<file path="src/rtl/cpu7_lsu_ctl_pkg.sv">
`default_nettype none
// +-----------------------------------------------------------------------+
// | cpu7_lsu_ctl_pkg : LSU op encodings, bus size codes and FSM states    |
// | Rev 1.0                                                               |
// +-----------------------------------------------------------------------+
package cpu7_lsu_ctl_pkg;

    localparam int LSU_OP_W = 4;

    localparam logic [LSU_OP_W-1:0] LSU_LB  = 4'd0;
    localparam logic [LSU_OP_W-1:0] LSU_LH  = 4'd1;
    localparam logic [LSU_OP_W-1:0] LSU_LW  = 4'd2;
    localparam logic [LSU_OP_W-1:0] LSU_LBU = 4'd4;
    localparam logic [LSU_OP_W-1:0] LSU_LHU = 4'd5;
    localparam logic [LSU_OP_W-1:0] LSU_SB  = 4'd8;
    localparam logic [LSU_OP_W-1:0] LSU_SH  = 4'd9;
    localparam logic [LSU_OP_W-1:0] LSU_SW  = 4'd10;

    localparam logic [1:0] SIZE_BYTE = 2'd0;
    localparam logic [1:0] SIZE_HALF = 2'd1;
    localparam logic [1:0] SIZE_WORD = 2'd2;

    typedef enum logic [1:0] {
        ST_IDLE = 2'd0,
        ST_REQ  = 2'd1,
        ST_WAIT = 2'd2,
        ST_DONE = 2'd3
    } lsu_state_t;

    // Undefined op codes fall through to word-sized loads.
    function automatic logic [1:0] lsu_size(input logic [LSU_OP_W-1:0] op);
        logic [1:0] size;
        case (op)
            LSU_LB, LSU_LBU, LSU_SB: size = SIZE_BYTE;
            LSU_LH, LSU_LHU, LSU_SH: size = SIZE_HALF;
            default:                 size = SIZE_WORD;
        endcase
        return size;
    endfunction

    function automatic logic lsu_is_store(input logic [LSU_OP_W-1:0] op);
        return (op == LSU_SB) || (op == LSU_SH) || (op == LSU_SW);
    endfunction

    function automatic logic lsu_is_signed(input logic [LSU_OP_W-1:0] op);
        return (op == LSU_LB) || (op == LSU_LH);
    endfunction

endpackage
`default_nettype wire

</file>
<file path="src/rtl/cpu7_lsu_align.sv">
`default_nettype none
// +-----------------------------------------------------------------------+
// | cpu7_lsu_align : byte-lane steering for stores, load extraction and   |
// |                  misalignment detection (purely combinational)         |
// | Rev 1.0                                                               |
// +-----------------------------------------------------------------------+
module cpu7_lsu_align
    import cpu7_lsu_ctl_pkg::*;
#(
    parameter int GRLEN        = 32,
    parameter int LSU_CODE_BIT = 4
) (
    input  logic [LSU_CODE_BIT-1:0] op,
    input  logic [1:0]              addr_lo,
    input  logic [GRLEN-1:0]        store_data,
    input  logic [GRLEN-1:0]        load_data,
    output logic [1:0]              size,
    output logic                    is_store,
    output logic                    misalign,
    output logic [3:0]              wstrb,
    output logic [GRLEN-1:0]        wdata,
    output logic [GRLEN-1:0]        load_result
);

    logic       w_sext;
    logic [7:0] w_byte;
    logic [15:0] w_half;

    assign size     = lsu_size(op);
    assign is_store = lsu_is_store(op);
    assign w_sext   = lsu_is_signed(op);

    assign misalign = ((size == SIZE_HALF) && addr_lo[0]) ||
                      ((size == SIZE_WORD) && (addr_lo != 2'd0));

    always_comb begin
        w_byte = load_data[7:0];
        case (addr_lo)
            2'd0:    w_byte = load_data[7:0];
            2'd1:    w_byte = load_data[15:8];
            2'd2:    w_byte = load_data[23:16];
            default: w_byte = load_data[31:24];
        endcase
    end

    assign w_half = addr_lo[1] ? load_data[31:16] : load_data[15:0];

    always_comb begin
        wstrb       = 4'b1111;
        wdata       = store_data;
        load_result = load_data;
        case (size)
            SIZE_BYTE: begin
                wstrb       = 4'b0001 << addr_lo;
                wdata       = {4{store_data[7:0]}};
                load_result = {{(GRLEN-8){w_sext & w_byte[7]}}, w_byte};
            end
            SIZE_HALF: begin
                wstrb       = 4'b0011 << addr_lo;
                wdata       = {2{store_data[15:0]}};
                load_result = {{(GRLEN-16){w_sext & w_half[15]}}, w_half};
            end
            default: begin
                wstrb       = 4'b1111;
                wdata       = store_data;
                load_result = load_data;
            end
        endcase
    end

endmodule
`default_nettype wire

</file>
<file path="src/rtl/cpu7_lsu_ctl.sv">
`default_nettype none
// +-----------------------------------------------------------------------+
// | cpu7_lsu_ctl : load/store control stage driving an SRAM-like bus with |
// |                a one-cycle completion pulse towards writeback         |
// | Rev 1.0                                                               |
// +-----------------------------------------------------------------------+
module cpu7_lsu_ctl
    import cpu7_lsu_ctl_pkg::*;
#(
    parameter int GRLEN        = 32,
    parameter int LSU_CODE_BIT = 4
) (
    input  logic                    clk,
    input  logic                    rst,
    input  logic                    ecl_lsu_valid_e,
    input  logic [LSU_CODE_BIT-1:0] ecl_lsu_op_e,
    input  logic [GRLEN-1:0]        ecl_lsu_base_e,
    input  logic [GRLEN-1:0]        ecl_lsu_offset_e,
    input  logic [GRLEN-1:0]        ecl_lsu_wdata_e,
    input  logic [4:0]              ecl_lsu_rd_e,
    input  logic                    ecl_lsu_wen_e,
    output logic                    data_req,
    output logic                    data_wr,
    output logic [1:0]              data_size,
    output logic [GRLEN-1:0]        data_addr,
    output logic [3:0]              data_wstrb,
    output logic [GRLEN-1:0]        data_wdata,
    input  logic                    data_addr_ok,
    input  logic                    data_data_ok,
    input  logic [GRLEN-1:0]        data_rdata,
    output logic [GRLEN-1:0]        lsu_ecl_rdata_m,
    output logic                    lsu_ecl_rdata_valid_m,
    output logic [4:0]              lsu_ecl_rd_m,
    output logic                    lsu_ecl_wen_m,
    output logic                    lsu_ecl_ale_m
);

    lsu_state_t              r_state;
    logic [LSU_CODE_BIT-1:0] r_op;
    logic [4:0]              r_rd;
    logic                    r_wen;

    logic                    w_idle;
    logic [GRLEN-1:0]        w_addr_e;
    logic [LSU_CODE_BIT-1:0] w_align_op;
    logic [1:0]              w_align_lo;
    logic [1:0]              w_size;
    logic                    w_is_store;
    logic                    w_misalign;
    logic [3:0]              w_wstrb;
    logic [GRLEN-1:0]        w_wdata;
    logic [GRLEN-1:0]        w_load_result;

    assign w_idle   = (r_state == ST_IDLE);
    assign w_addr_e = ecl_lsu_base_e + ecl_lsu_offset_e;

    // One aligner serves both phases: E-stage fields while idle, latched op/address afterwards.
    assign w_align_op = w_idle ? ecl_lsu_op_e   : r_op;
    assign w_align_lo = w_idle ? w_addr_e[1:0]  : data_addr[1:0];

    cpu7_lsu_align #(
        .GRLEN        (GRLEN),
        .LSU_CODE_BIT (LSU_CODE_BIT)
    ) u_align (
        .op          (w_align_op),
        .addr_lo     (w_align_lo),
        .store_data  (ecl_lsu_wdata_e),
        .load_data   (data_rdata),
        .size        (w_size),
        .is_store    (w_is_store),
        .misalign    (w_misalign),
        .wstrb       (w_wstrb),
        .wdata       (w_wdata),
        .load_result (w_load_result)
    );

    always_ff @(posedge clk) begin
        if (rst) begin
            r_state               <= ST_IDLE;
            r_op                  <= '0;
            r_rd                  <= '0;
            r_wen                 <= 1'b0;
            data_req              <= 1'b0;
            data_wr               <= 1'b0;
            data_size             <= '0;
            data_addr             <= '0;
            data_wstrb            <= '0;
            data_wdata            <= '0;
            lsu_ecl_rdata_m       <= '0;
            lsu_ecl_rdata_valid_m <= 1'b0;
            lsu_ecl_rd_m          <= '0;
            lsu_ecl_wen_m         <= 1'b0;
            lsu_ecl_ale_m         <= 1'b0;
        end else begin
            case (r_state)
                ST_IDLE: begin
                    if (ecl_lsu_valid_e) begin
                        r_op  <= ecl_lsu_op_e;
                        r_rd  <= ecl_lsu_rd_e;
                        r_wen <= ecl_lsu_wen_e;
                        if (w_misalign) begin
                            r_state               <= ST_DONE;
                            lsu_ecl_rdata_valid_m <= 1'b1;
                            lsu_ecl_rd_m          <= ecl_lsu_rd_e;
                            lsu_ecl_wen_m         <= 1'b0;
                            lsu_ecl_ale_m         <= 1'b1;
                            lsu_ecl_rdata_m       <= '0;
                        end else begin
                            r_state    <= ST_REQ;
                            data_req   <= 1'b1;
                            data_wr    <= w_is_store;
                            data_size  <= w_size;
                            data_addr  <= w_addr_e;
                            data_wstrb <= w_wstrb;
                            data_wdata <= w_wdata;
                        end
                    end
                end
                ST_REQ: begin
                    if (data_addr_ok) begin
                        data_req <= 1'b0;
                        if (data_data_ok) begin
                            r_state               <= ST_DONE;
                            lsu_ecl_rdata_valid_m <= 1'b1;
                            lsu_ecl_rd_m          <= r_rd;
                            lsu_ecl_wen_m         <= r_wen & ~w_is_store;
                            lsu_ecl_ale_m         <= 1'b0;
                            lsu_ecl_rdata_m       <= w_is_store ? '0 : w_load_result;
                        end else begin
                            r_state <= ST_WAIT;
                        end
                    end
                end
                ST_WAIT: begin
                    if (data_data_ok) begin
                        r_state               <= ST_DONE;
                        lsu_ecl_rdata_valid_m <= 1'b1;
                        lsu_ecl_rd_m          <= r_rd;
                        lsu_ecl_wen_m         <= r_wen & ~w_is_store;
                        lsu_ecl_ale_m         <= 1'b0;
                        lsu_ecl_rdata_m       <= w_is_store ? '0 : w_load_result;
                    end
                end
                ST_DONE: begin
                    r_state               <= ST_IDLE;
                    lsu_ecl_rdata_valid_m <= 1'b0;
                    lsu_ecl_rd_m          <= '0;
                    lsu_ecl_wen_m         <= 1'b0;
                    lsu_ecl_ale_m         <= 1'b0;
                    lsu_ecl_rdata_m       <= '0;
                end
                default: r_state <= ST_IDLE;
            endcase
        end
    end

    // The front end must hold off new ops while an access is in flight.
    a_no_valid_when_busy: assert property (
        @(posedge clk) disable iff (rst) !(ecl_lsu_valid_e && (r_state != ST_IDLE))
    );

endmodule
`default_nettype wire

</file>
<file path="config.mk">
export PLATFORM = sky130hd
export DESIGN_NAME = cpu7_lsu_ctl
export DESIGN_NICKNAME = d
export VERILOG_FILES = /design/src/rtl/cpu7_lsu_ctl_pkg.sv /design/src/rtl/cpu7_lsu_align.sv /design/src/rtl/cpu7_lsu_ctl.sv
export SDC_FILE = /design/constraint.sdc
export NUM_CORES = 1
export LEC_CHECK = 0
export BUFFER_PORTS_ARGS = -buffer_cell sky130_fd_sc_hd__buf_2
export CAP_MARGIN = 30
export CORE_MARGIN = 5
export CORE_UTILIZATION = 46
export CTS_CLUSTER_DIAMETER = 50
export DETAILED_ROUTE_END_ITERATION = 12
export PLACE_DENSITY = 0.76
export SLEW_MARGIN = 20
export SYNTH_ARGS = -nofsm -noshare
export SYNTH_HDL_FRONTEND = slang
export SYNTH_SLANG_ARGS = --single-unit
</file>
<file path="constraint.sdc">
create_clock -name clk -period 2.5 [get_ports clk]
set_input_delay 0.375 -clock clk [delete_from_list [all_inputs] [get_ports clk]]
set_output_delay 0.375 -clock clk [all_outputs]
set_load 0.05 [all_outputs]
</file>
# Yosys cells after proc, flatten, opt, wreduce, memory -nomap -nowiden
# Index checks and enable logic that the tools add are counted.
# word_totals
register_bits	124
input_bits	143
output_inout_bits	112
wordCells	102
# classes
addsub	1
n_eq_ne	18
n_shift	2
mux	42
n_bitwise	5
n_reduce_logical	19
# op_table
op	n
$mux 32	5
$pmux 32 s2	2
$pmux 32 s4	1
$add 32x32->32	1
$pmux 8 s3	1
$mux 5	4
$pmux 5 s4	1
$mux 16	1
$mux 1	14
$eq 4x4->1 const B	3
$pmux 1 s4	3
$mux 2	5
$reduce_and 3->1	3
$eq 2x2->1 const B	4
$eq 4x3->1 const B	2
$ne 2x2->1 const B	4
$pmux 2 s4	1
$pmux 4 s2	1
$eq 2x1->1 const B	3
$logic_not 2->1	3
$reduce_or 3->1	2
$eq 4x1->1 const B	1
$logic_not 4->1	1
$logic_or 1x1->1	4
other kinds (12)	17

# Longest topological paths before layout
# Gate-level depths: netlist of run 1.
# logic_depth
word_depth	11
mapped_depth	12
ltp_nobuf	10

# Cells and area by module
# From an unflattened synthesis of run 1, not the netlist that was laid out.
# hier_totals
cells_unflattened	1036
area_unflattened_um2	7538.5
# modules_own_cells
module	n_inst	cells_each	area_each_um2
cpu7_lsu_ctl	1	836	6416.2
cpu7_lsu_align	1	200	1122.3

# Worst setup path before layout of run 1
# OpenSTA, ideal clock, no wires.
# synth_path
kind	input to register
from	input ecl_lsu_base_e[0]
to	register lsu_ecl_rdata_m[7]
setup_time_ns	0.065
arrival_time_ns	2.532
required_ns	2.435
path_slack_ns	-0.098
stages	12
n_path_buf	2
path_cell_list	ha_1 inv_1 fa_1 nor2b_1 o31ai_2 nand3_1 buf_2 or2_1 buf_2 a211oi_1 a21oi_1 nor2_1
# synth_between
elab_chain_cells	9
# synth_lines
element	line	text
start: declaration	cpu7_lsu_ctl.sv:17	input logic [GRLEN-1:0] ecl_lsu_base_e,
$add 32x32->32 *	cpu7_lsu_ctl.sv:55	assign w_addr_e = ecl_lsu_base_e + ecl_lsu_offset_e;
$mux 2 *	cpu7_lsu_ctl.sv:59	assign w_align_lo = w_idle ? w_addr_e[1:0] : data_addr[1:0];
$eq 2x2->1 (tied with other cells)	cpu7_lsu_align.sv:38	case (addr_lo)
$pmux 8 s3	cpu7_lsu_align.sv:38	
$pmux 32 s2	cpu7_lsu_align.sv:52	case (size)
$mux 32	cpu7_lsu_ctl.sv:128, cpu7_lsu_ctl.sv:141	
$mux 32	cpu7_lsu_ctl.sv:122, cpu7_lsu_ctl.sv:135	
$mux 32	cpu7_lsu_ctl.sv:120	if (data_addr_ok) begin
$pmux 32 s4	cpu7_lsu_ctl.sv:95	case (r_state)
end signal: assignment	cpu7_lsu_ctl.sv:128	lsu_ecl_rdata_m <= w_is_store ? '0 : w_load_result;
end signal: assignment	cpu7_lsu_ctl.sv:141	lsu_ecl_rdata_m <= w_is_store ? '0 : w_load_result;
end: declaration	cpu7_lsu_ctl.sv:31	output logic [GRLEN-1:0] lsu_ecl_rdata_m,
# Every way passes the cells marked *; elsewhere a longest branch is shown, timed or not. The select of a mux whose other input is x is not followed.
# A chain may end at the register's enable or synchronous reset.

# Final worst setup path of run 1
# layout_path
from	register r_state[0]
to	register lsu_ecl_rdata_m[4]
# layout_between
elab_chain_cells	11
# layout_lines
element	line	text
start: declaration	cpu7_lsu_ctl.sv:38	lsu_state_t r_state;
start signal: assignment	cpu7_lsu_ctl.sv:79	r_state <= ST_IDLE;
start signal: assignment	cpu7_lsu_ctl.sv:102	r_state <= ST_DONE;
start signal: assignment	cpu7_lsu_ctl.sv:109	r_state <= ST_REQ;
$logic_not 2->1	cpu7_lsu_ctl.sv:54, cpu7_lsu_ctl.sv:95	
$mux 4	cpu7_lsu_ctl.sv:58	assign w_align_op = w_idle ? ecl_lsu_op_e : r_op;
$eq 4x3->1 (tied with other cells)	cpu7_lsu_ctl_pkg.sv:33	case (op)
$reduce_or 3->1	cpu7_lsu_ctl_pkg.sv:33	
$pmux 2 s2	cpu7_lsu_ctl_pkg.sv:33	
$eq 2x1->1 / $logic_not 2->1 (equally long branches)	cpu7_lsu_align.sv:33, cpu7_lsu_align.sv:52	
$pmux 32 s2	cpu7_lsu_align.sv:52	
$mux 32	cpu7_lsu_ctl.sv:128, cpu7_lsu_ctl.sv:141	
$mux 32	cpu7_lsu_ctl.sv:122, cpu7_lsu_ctl.sv:135	
$mux 32	cpu7_lsu_ctl.sv:120	
$pmux 32 s4	cpu7_lsu_ctl.sv:95	
# Parallel ways exist; a longest one is shown, timed or not. The select of a mux whose other input is x is not followed.

==> results.toml, run 1 <==
[timing]
holdWs_ps = 182.5
grt_setup_unrepaired = "true"
period_share_pct = 94.18
slew_violations = 0
max_slew.worst_pin.slew_ps = 507.4
finalSetupTns_ps = 0
relSlewSlack_pct = 66.17
skew_ps = 13.04
worst_slack_ps = 145.4
finalSetupViolCount = 0
min_period_ps = 2355
finalHoldViolations = 0
max_freq_mhz = 424.7

[final_layout]
final_nets = 1471
diodes = 0
final_cell_area_sq_um = 10080
fin_util_pct = 63.68
multiInputGateArea_sq_um = 4614
seqCellArea_sq_um = 2482
final_cell_mix = "253 x buf_2, 188 x nand2_1, 129 x a21oi_1"
final_common_cell = "buf_2"
fill_cells = 1409
areaGrowthSynthToFinish_pct = 35.88
drive_above_1_share_pct = 31.57

[synth]
synth_top_family_by_area = "compound AO/OA/AOI/OAI gates"
ys.flop_type = "dfxtp_1"
synth_cells = 992
synth_compound_area_share_pct = 26.84
synth-seq-area-share_pct = 33.47
synth_cell_types = 71
synth_fa_ha_area_share_pct = 6.174
synth-xor-area-share_pct = 2.362
yosysWarnings = 0
synth_edf_count = 0
synthMuxAreaShare_pct = 3.138
ys_async_sr_fraction_pct = 0
syn_area_sq_um = 7417
syn_nets = 1171
synth_seq_cells = 124
synthSimpleGateAreaFrac_pct = 23.03
avgSynthCellArea_sq_um = 7.477

[global_route]
grt_pass1_wl_um = 37930
gr-usage-all-layers_pct = 25.27
overflow = 0
grt_max_degree = 59
first_global_vias = 7753
antenna_found_initial = 1

[floorplan]
fp.dieW_um = 137.0
coreArea_sq_um = 15830
top_level_ports = 255
initial_utilization_pct = 46.86
rows = 46
fp.dieH_um = 137.0
die-area_sq_um = 18760

[status]
status = "finished, final reports clean"

[flow_run]
max_cap_violations = 0

[placement]
io_buffer_count = 254
dp.final_hpwl_um = 19340
placed_cell_area_sq_um = 9443
place_ws_ps = -287.3
gp_congestion = 0.8969

[clock_network]
clkTransAtPathRegs_ps = 60
cts_tree = "yes"
clk_latency_ps = 420
clock-root-buffer = "clkbuf_16"
clk_path_buf_depth = 2
cts_max_level = 4
holdBufCountCts = 0
numCtsBuffers = 17
cts_num_sinks = 124

[route]
route.detailed.wl_per_inst_um = 16.20
vias = 8358
avgViaCountPerCell = 5.495
ant_nets = 0
finalWirelength_um = 24630
first_pass_iters = 5
drc_errors = 0
drtIter0Drc = 472

[setup_path]
crit_type = "reg -> reg"
cp-start-kind = "flip-flop"
required_ps = 2850
worstPathArrival_ps = 2710
end_kind = "flip-flop"
cp_max_fo = 20

[pwr]
peakVddDrop_uv = 681.2
pwr_density_cell_nw_per_um2 = 1294
power_leakage_nw = 4.657

[hold_path]
hold_path_class = "in -> reg"
critical path, cell delays in order (launching register included):
cell	delay (ps)
dfxtp_1	320
inv_1	80
ha_1	270
buf_12	190
mux2i_4	480
mux2i_1	150
a22o_1	270
a2111oi_2	380
a21oi_1	70
nor2_1	80
kinds of logic after synthesis:
kind of cell,after synthesis
compound gates,312
xor+xnor,20
fa+ha+maj,36
buf+inv,82
flops,124
mux,22
simple gates,396
state kept, by name (all words and copies together) (netlist names):
signal and flops:
data_addr 32, data_req 1, data_size 2, data_wdata 32, data_wr 1, data_wstrb 4, lsu_ecl_ale_m 1, lsu_ecl_rd_m 5
lsu_ecl_rdata_m 32, lsu_ecl_rdata_valid_m 1, lsu_ecl_wen_m 1, r_op 4, r_rd 5, r_state 2, r_wen 1
final timing paths:
path	to	startpoint	slack [ps]	cells after the start
worst max-delay path	lsu_ecl_rdata_m[4]	r_state[0]	150	9
worst max register to register	lsu_ecl_rdata_m[4]	r_state[0]	150	9
worst min register to register	lsu_ecl_rdata_m[20]	lsu_ecl_rdata_m[20]	440	2
worst min-delay path	data_req	data_addr_ok	180	2
final cells by class:
type                       count  share of cell area, %
multi-input combinational    786                  45.79
sequential                   124                  24.63
timing repair buffer         348                  20.58
clock buffer                  20                  4.631
tap                          216                  2.682
clock inverter                12                  1.130
inverter                      15                 0.5587
report_power, final:
| group | total [mW] | internal, mW | switching (mW) | leakage [nW] |
|---|---|---|---|---|
| sequential | 2.89 | 2.56 | 0.329 | 1.01 |
| clock | 2.40 | 1.45 | 0.953 | 0.275 |
| combinational | 7.75 | 2.56 | 5.19 | 3.37 |
Yosys cell counts (3+ instances only):
library cell / count / area [sq um]
nand2_1: 188 / 705.7
a21oi_1: 131 / 655.6
dfxtp_1: 124 / 2482
nor2_1: 104 / 390.4
ha_1: 35 / 437.9
clkbuf_1: 34 / 127.6
o21ai_1: 30 / 150.1
o21ai_0: 28 / 140.1
nand3_1: 25 / 125.1
buf_2: 23 / 115.1
o211ai_1: 23 / 172.7
mux2i_1: 21 / 210.2
nor3_1: 21 / 105.1
inv_1: 14 / 52.55
nand4_1: 13 / 81.33
xnor2_1: 13 / 113.9
a311oi_1: 10 / 87.58
nor2b_1: 9 / 56.30
o21a_1: 9 / 67.56
o22ai_1: 9 / 56.30
a211oi_1: 8 / 60.06
a2111oi_2: 7 / 105.1
a21o_1: 7 / 52.55
a22o_1: 7 / 61.31
a31oi_1: 7 / 43.79
xor2_1: 7 / 61.31
and3_1: 6 / 37.54
buf_4: 5 / 37.54
and2_1: 4 / 25.02
o31a_1: 4 / 35.03
a221oi_1: 3 / 26.28
a311o_1: 3 / 30.03
buf_1: 3 / 11.26
nand2_2: 3 / 18.77
nand2b_1: 3 / 18.77
nor3b_1: 3 / 22.52
or2_1: 3 / 18.77
or3_1: 3 / 18.77
or4_1: 3 / 22.52
metrics by stage:
stage | total power [mW] | instances
after floorplan | 8.265 | 992
after global placement | 10.44 | 1486
after detailed placement | 10.54 | 1486
after CTS | 12.97 | 1518
after global routing | 13.80 | 1521
final | 13.04 | 1521
metal layers:
layer	part of all wire, %	wire length, um	up-vias	GRT usage [%]
li1	-	-	4142	-
met1	42	10240	3828	32.05
met2	48	11840	345	42.62
met3	8.3	2044	41	5.184
met4	2.0	500	2	8.758
met5	0.053	13	-	0
timing repair:
| action | CTS | global route |
|---|---|---|
| gates resized for setup | 0 | 7 |
| setup endpoints to repair | 0 | 47 |
| buffers inserted | 0 | 3 |
| endpoints found under the hold margin | 0 | 0 |
Power figures use the tool's default switching activity.
==> run 2: changes to the inputs <==
--- a/config.mk
+++ b/config.mk
@@ -8,10 +8,10 @@
 export BUFFER_PORTS_ARGS = -buffer_cell sky130_fd_sc_hd__buf_2
 export CAP_MARGIN = 30
 export CORE_MARGIN = 5
-export CORE_UTILIZATION = 46
+export CORE_UTILIZATION = 51
 export CTS_CLUSTER_DIAMETER = 50
 export DETAILED_ROUTE_END_ITERATION = 12
-export PLACE_DENSITY = 0.76
+export PLACE_DENSITY = 0.8
 export SLEW_MARGIN = 20
 export SYNTH_ARGS = -nofsm -noshare
 export SYNTH_HDL_FRONTEND = slang
==> constraint.sdc (replaced) <==
create_clock -name clk -period 2.4 [get_ports clk]
set_input_delay 0.36 -clock clk [delete_from_list [all_inputs] [get_ports clk]]
set_output_delay 0.36 -clock clk [all_outputs]
set_load 0.05 [all_outputs]
==> run 2 against run 1 <==
Compared with the run above: sequential power rose by 4%; largest cell class unchanged; worst hold slack better by 4.7 ps; highest routed layer is now met4; non-clock buffer count rose by 19; critical endpoint unchanged; fmax increased by 3.8%; die area fell by 9.1%.
==> results.toml, run 2 (synthesis gave the netlist of run 1 again) <==
[setup_path]
cp_max_fo = 6
worstPathArrival_ps = 2620
required_ps = 2750
crit_type = "reg -> reg"
cp-startpoint = "r_state[0]"
reg2reg_from = "r_state[0]"
cp-start-kind = "flip-flop"
end_kind = "flip-flop"

[pwr]
pwr_density_cell_nw_per_um2 = 1367
power_leakage_nw = 4.781
peakVddDrop_uv = 861.5
power_mw = 14.04

[placement]
dp.final_hpwl_um = 19240
place_ws_ps = -338.1
gp_congestion = 0.9119
io_buffer_count = 254

[clock_network]
holdBufCountCts = 0
clk_path_buf_depth = 2
numCtsBuffers = 17
cts_max_level = 4
clkTransAtPathRegs_ps = 60
clk_latency_ps = 420
cts_tree = "yes"
cts_num_sinks = 124
clock-root-buffer = "clkbuf_16"

[floorplan]
die-area_sq_um = 17060
fp.dieH_um = 130.6
coreArea_sq_um = 14420
initial_utilization_pct = 51.42
rows = 44
fp.dieW_um = 130.6
top_level_ports = 255

[timing]
finalSetupViolCount = 0
finalSetupTns_ps = 0
slew_violations = 0
period_share_pct = 94.56
worst_slack_ps = 130.6
max_freq_mhz = 440.7
min_period_ps = 2269
max_slew.worst_pin.slew_ps = 596.3
skew_ps = 10.04
relSlewSlack_pct = 60.25
finalHoldViolations = 0

[final_layout]
diodes = 0
final_common_cell = "buf_2"
fill_cells = 1193
final_cell_mix = "253 x buf_2, 188 x nand2_1, 128 x a21oi_1"
drive_above_1_share_pct = 32.88
areaGrowthSynthToFinish_pct = 38.48
final_nets = 1490
reg_top3 = "data_addr x32, data_wdata x32, lsu_ecl_rdata_m x32"

[global_route]
antenna_found_initial = 0
grt_max_degree = 62
overflow = 0
first_global_vias = 7945
grt_pass1_wl_um = 38110
gr-usage-all-layers_pct = 27.83

[route]
avgViaCountPerCell = 5.693
finalWirelength_um = 25020
ant_nets = 0
drtIter0Drc = 617
route.detailed.wl_per_inst_um = 16.61
first_pass_iters = 5
drc_errors = 0
vias = 8579

[hold_path]
min-delay-start = "data_addr_ok"
hold_path_class = "in -> reg"

[status]
status = "finished, final reports clean"

[flow_run]
max_cap_violations = 0
-- run 2: final timing paths --
check	end	slack, ps	cells past startpoint
setup / recovery	lsu_ecl_rdata_m[4]	130	12
hold / removal	data_req	190	2
setup reg to reg	lsu_ecl_rdata_m[4]	130	12
hold reg to reg	lsu_ecl_rdata_m[22]	440	2
-- run 2: layout make-up --
cell class              instances  area, sq um  area share (%)
clock inverters                10        163.9           1.596
repair buffers                367         2213           21.55
well taps                     184        230.2           2.241
clock buffers                  21        470.5           4.580
inverters                      15        56.30          0.5482
flip-flops and latches        124         2482           24.17
multi-input cells             786         4654           45.32
-- run 2: repair_timing --
action	4_1_cts	5_1_grt
resized for setup	0	8
setup buffers	0	4
endpoints found under the setup margin	0	37
-- run 2: metrics by stage --
stage | hold WS, ps | cell area [sq um] | utilization (%) | instances
floorplan | 436.6 | 7480 | - | 992
finish | 187.2 | 10270 | 71.21 | 1507
detailed placement | 435.5 | 9564 | 66.31 | 1472
global placement | 431.8 | 9564 | 66.31 | 1472
CTS | 172.4 | 10200 | 70.71 | 1503
global route | 185.8 | 10270 | 71.21 | 1507
-- run 2: metal layers --
| layer | routed length (um) | GRT usage, % |
|---|---|---|
| met4 | 698 | 10.59 |
| met3 | 2159 | 5.122 |
| met2 | 12090 | 47.82 |
| met1 | 10080 | 34.67 |
| met5 | 0 | 0 |
-- run 2: power breakdown --
group	internal, mW	switching (mW)
registers	2.66	0.353
logic	2.77	5.50
clock network	1.82	0.942
-- run 2: critical path, cell delays in order (launching register included) --
cell and delay [ps]:
dfxtp_1 330, inv_1 60, ha_1 240, buf_4 180, a211oi_2 200, a21oi_1 60, buf_4 170, a21oi_2 140
buf_4 170, nor2_1 60, a2111oi_2 400, a21oi_1 70, nor2_1 100
==> run 3: changes to the inputs <==
--- a/config.mk
+++ b/config.mk
@@ -8,11 +8,12 @@
 export BUFFER_PORTS_ARGS = -buffer_cell sky130_fd_sc_hd__buf_2
 export CAP_MARGIN = 30
 export CORE_MARGIN = 5
-export CORE_UTILIZATION = 51
+export CORE_UTILIZATION = 52
+export CTS_BUF_LIST = sky130_fd_sc_hd__clkbuf_8
 export CTS_CLUSTER_DIAMETER = 50
 export DETAILED_ROUTE_END_ITERATION = 12
-export PLACE_DENSITY = 0.8
-export SLEW_MARGIN = 20
+export PLACE_DENSITY = 0.81
+export SKIP_LAST_GASP = 1
 export SYNTH_ARGS = -nofsm -noshare
 export SYNTH_HDL_FRONTEND = slang
 export SYNTH_SLANG_ARGS = --single-unit
==> run 3 against run 2 <==
Compared with the run above: non-clock buffer count fell by 17; clock skew rose by 5.0 ps; core utilization fell by 0.70 points; global-route usage rose by 0.73 points; sequential share of layout area rose by 1.1 points; largest power group unchanged; routed wire length fell by 0.18%; fmax fell by 0.92%; combinational power fell by 2.5%; sequential power barely moved; critical path type unchanged; die area fell by 1.8%.
==> results.toml, run 3 (synthesis gave the netlist of run 1 again) <==
[global_route]
antenna_found_initial = 0
first_global_vias = 7935
grt_pass1_wl_um = 38580
grt_max_degree = 50
overflow = 0
gr-usage-all-layers_pct = 28.56

[placement]
place_ws_ps = -323.8
dp.final_hpwl_um = 19430
io_buffer_count = 254
gp_congestion = 0.9663
placed_cell_area_sq_um = 9424

[setup_path]
r2r-end = "data_req"
end_kind = "flip-flop"
reg2reg_from = "r_state[0]"
required_ps = 2760
worstPathArrival_ps = 2650
worstRegToRegCells = 9
cp_max_fo = 15
cp-start-kind = "flip-flop"
crit_type = "reg -> reg"
cp-startpoint = "r_state[0]"
reg2reg_slack_ps = 110

[clock_network]
clock-root-buffer = "clkbuf_8"
clkTransAtPathRegs_ps = 80
cts_max_level = 4
clk_path_buf_depth = 2
holdBufCountCts = 0
cts_tree = "yes"
clk_latency_ps = 450
numCtsBuffers = 17
cts_num_sinks = 124

[timing]
finalHoldViolations = 0
grt_setup_unrepaired = "true"
skew_ps = 15.01
finalSetupTns_ps = 0
max_freq_mhz = 436.6
finalSetupViolCount = 0
period_share_pct = 95.44
worst_slack_ps = 109.5
slew_violations = 0
min_period_ps = 2290
max_slew.worst_pin.slew_ps = 807.8
relSlewSlack_pct = 45.73

[final_layout]
diodes = 0
final_common_cell = "buf_2"
fin_util_pct = 70.51
areaGrowthSynthToFinish_pct = 32.47
drive_above_1_share_pct = 31.98
final_cell_area_sq_um = 9826
final_cell_mix = "253 x buf_2, 188 x nand2_1, 129 x a21oi_1"
reg_top3 = "data_addr x32, data_wdata x32, lsu_ecl_rdata_m x32"
final_nets = 1473
fill_cells = 1217

[flow_run]
max_cap_violations = 0

[hold_path]
min-delay-start = "data_addr_ok"
hold_path_depth = 2
hold_path_class = "in -> reg"
min_to = "data_req"

[route]
avgViaCountPerCell = 5.734
route.detailed.wl_per_inst_um = 16.80
first_pass_iters = 5
drtIter0Drc = 701
drc_errors = 0
vias = 8526
ant_nets = 0
finalWirelength_um = 24980

[floorplan]
rows = 43
initial_utilization_pct = 53.23
top_level_ports = 255
die-area_sq_um = 16750
fp.dieH_um = 129.4
coreArea_sq_um = 13930
fp.dieW_um = 129.4

[pwr]
peakVddDrop_uv = 640.4
pwr_density_cell_nw_per_um2 = 1306
power_leakage_nw = 4.555

[status]
status = "finished, final reports clean"
-- run 3: cell count changes in the layout (fill, tap and decap cells not counted), sizes merged --
cell      change
bufinv        -3
inv           +6
clkinvlp      +2
buf          -17
clkbuf        -4
-- run 3: per-stage QoR --
| step | instances | hold slack, ps | total power, mW |
|---|---|---|---|
| after floorplan | 992 | 436.6 | 8.637 |
| after global placement | 1455 | 430.6 | 10.86 |
| after detailed placement | 1455 | 436.1 | 10.98 |
| after CTS | 1487 | 95.90 | 12.76 |
| after global routing | 1487 | 107.2 | 13.60 |
| final | 1487 | 125.1 | 12.83 |
-- run 3: what timing repair did --
action,4_1_cts,5_1_grt
endpoints found under the setup margin,71,64
gates resized for setup,1,5
pin swaps,0,0
setup buffers,0,0
-- run 3: area by class of cell --
| class | instances | area [sq um] | share of cell area (%) |
|---|---|---|---|
| Tap cell | 180 | 225.2 | 2.292 |
| Timing Repair Buffer | 350 | 2048 | 20.85 |
| Multi-Input combinational cell | 786 | 4642 | 47.24 |
| Inverter | 15 | 56.30 | 0.5730 |
| Clock buffer | 17 | 234.0 | 2.381 |
| Clock inverter | 15 | 137.6 | 1.401 |
| Sequential cell | 124 | 2482 | 25.26 |
-- run 3: report_power, final --
group          total [mW]  internal (mW)  switching [mW]
Clock                1.77          0.832           0.940
Sequential           3.00           2.66           0.342
Combinational        8.06           2.63            5.43
-- run 3: critical path, cell delays in order (launching register included) --
cell      delay [ps]
dfxtp_1          330
inv_1            130
ha_4             260
a211oi_1          90
a21oi_1          500
buf_4            290
a21oi_1           90
a21oi_1          140
o21ai_0          110
a311oi_1         270
-- run 3: worst max-delay path by stage --
stage / slack [ps] / depth (start not counted) / to
after floorplan: 20 / 12 / lsu_ecl_rdata_m[13]
after global placement: -280 / 11 / data_addr[18]
after detailed placement: -320 / 11 / data_wdata[21]
after CTS: 30 / 9 / data_wdata[21]
after global routing: -4 / 9 / data_req
final: 110 / 9 / data_req
-- run 3: routing by layer --
metal,track usage [%],vias up,wire length (um)
li1,-,4142,-
met1,36.37,3933,10150
met2,48.14,399,12050
met3,5.812,52,2108
met4,10.27,0,671
met5,0,-,0
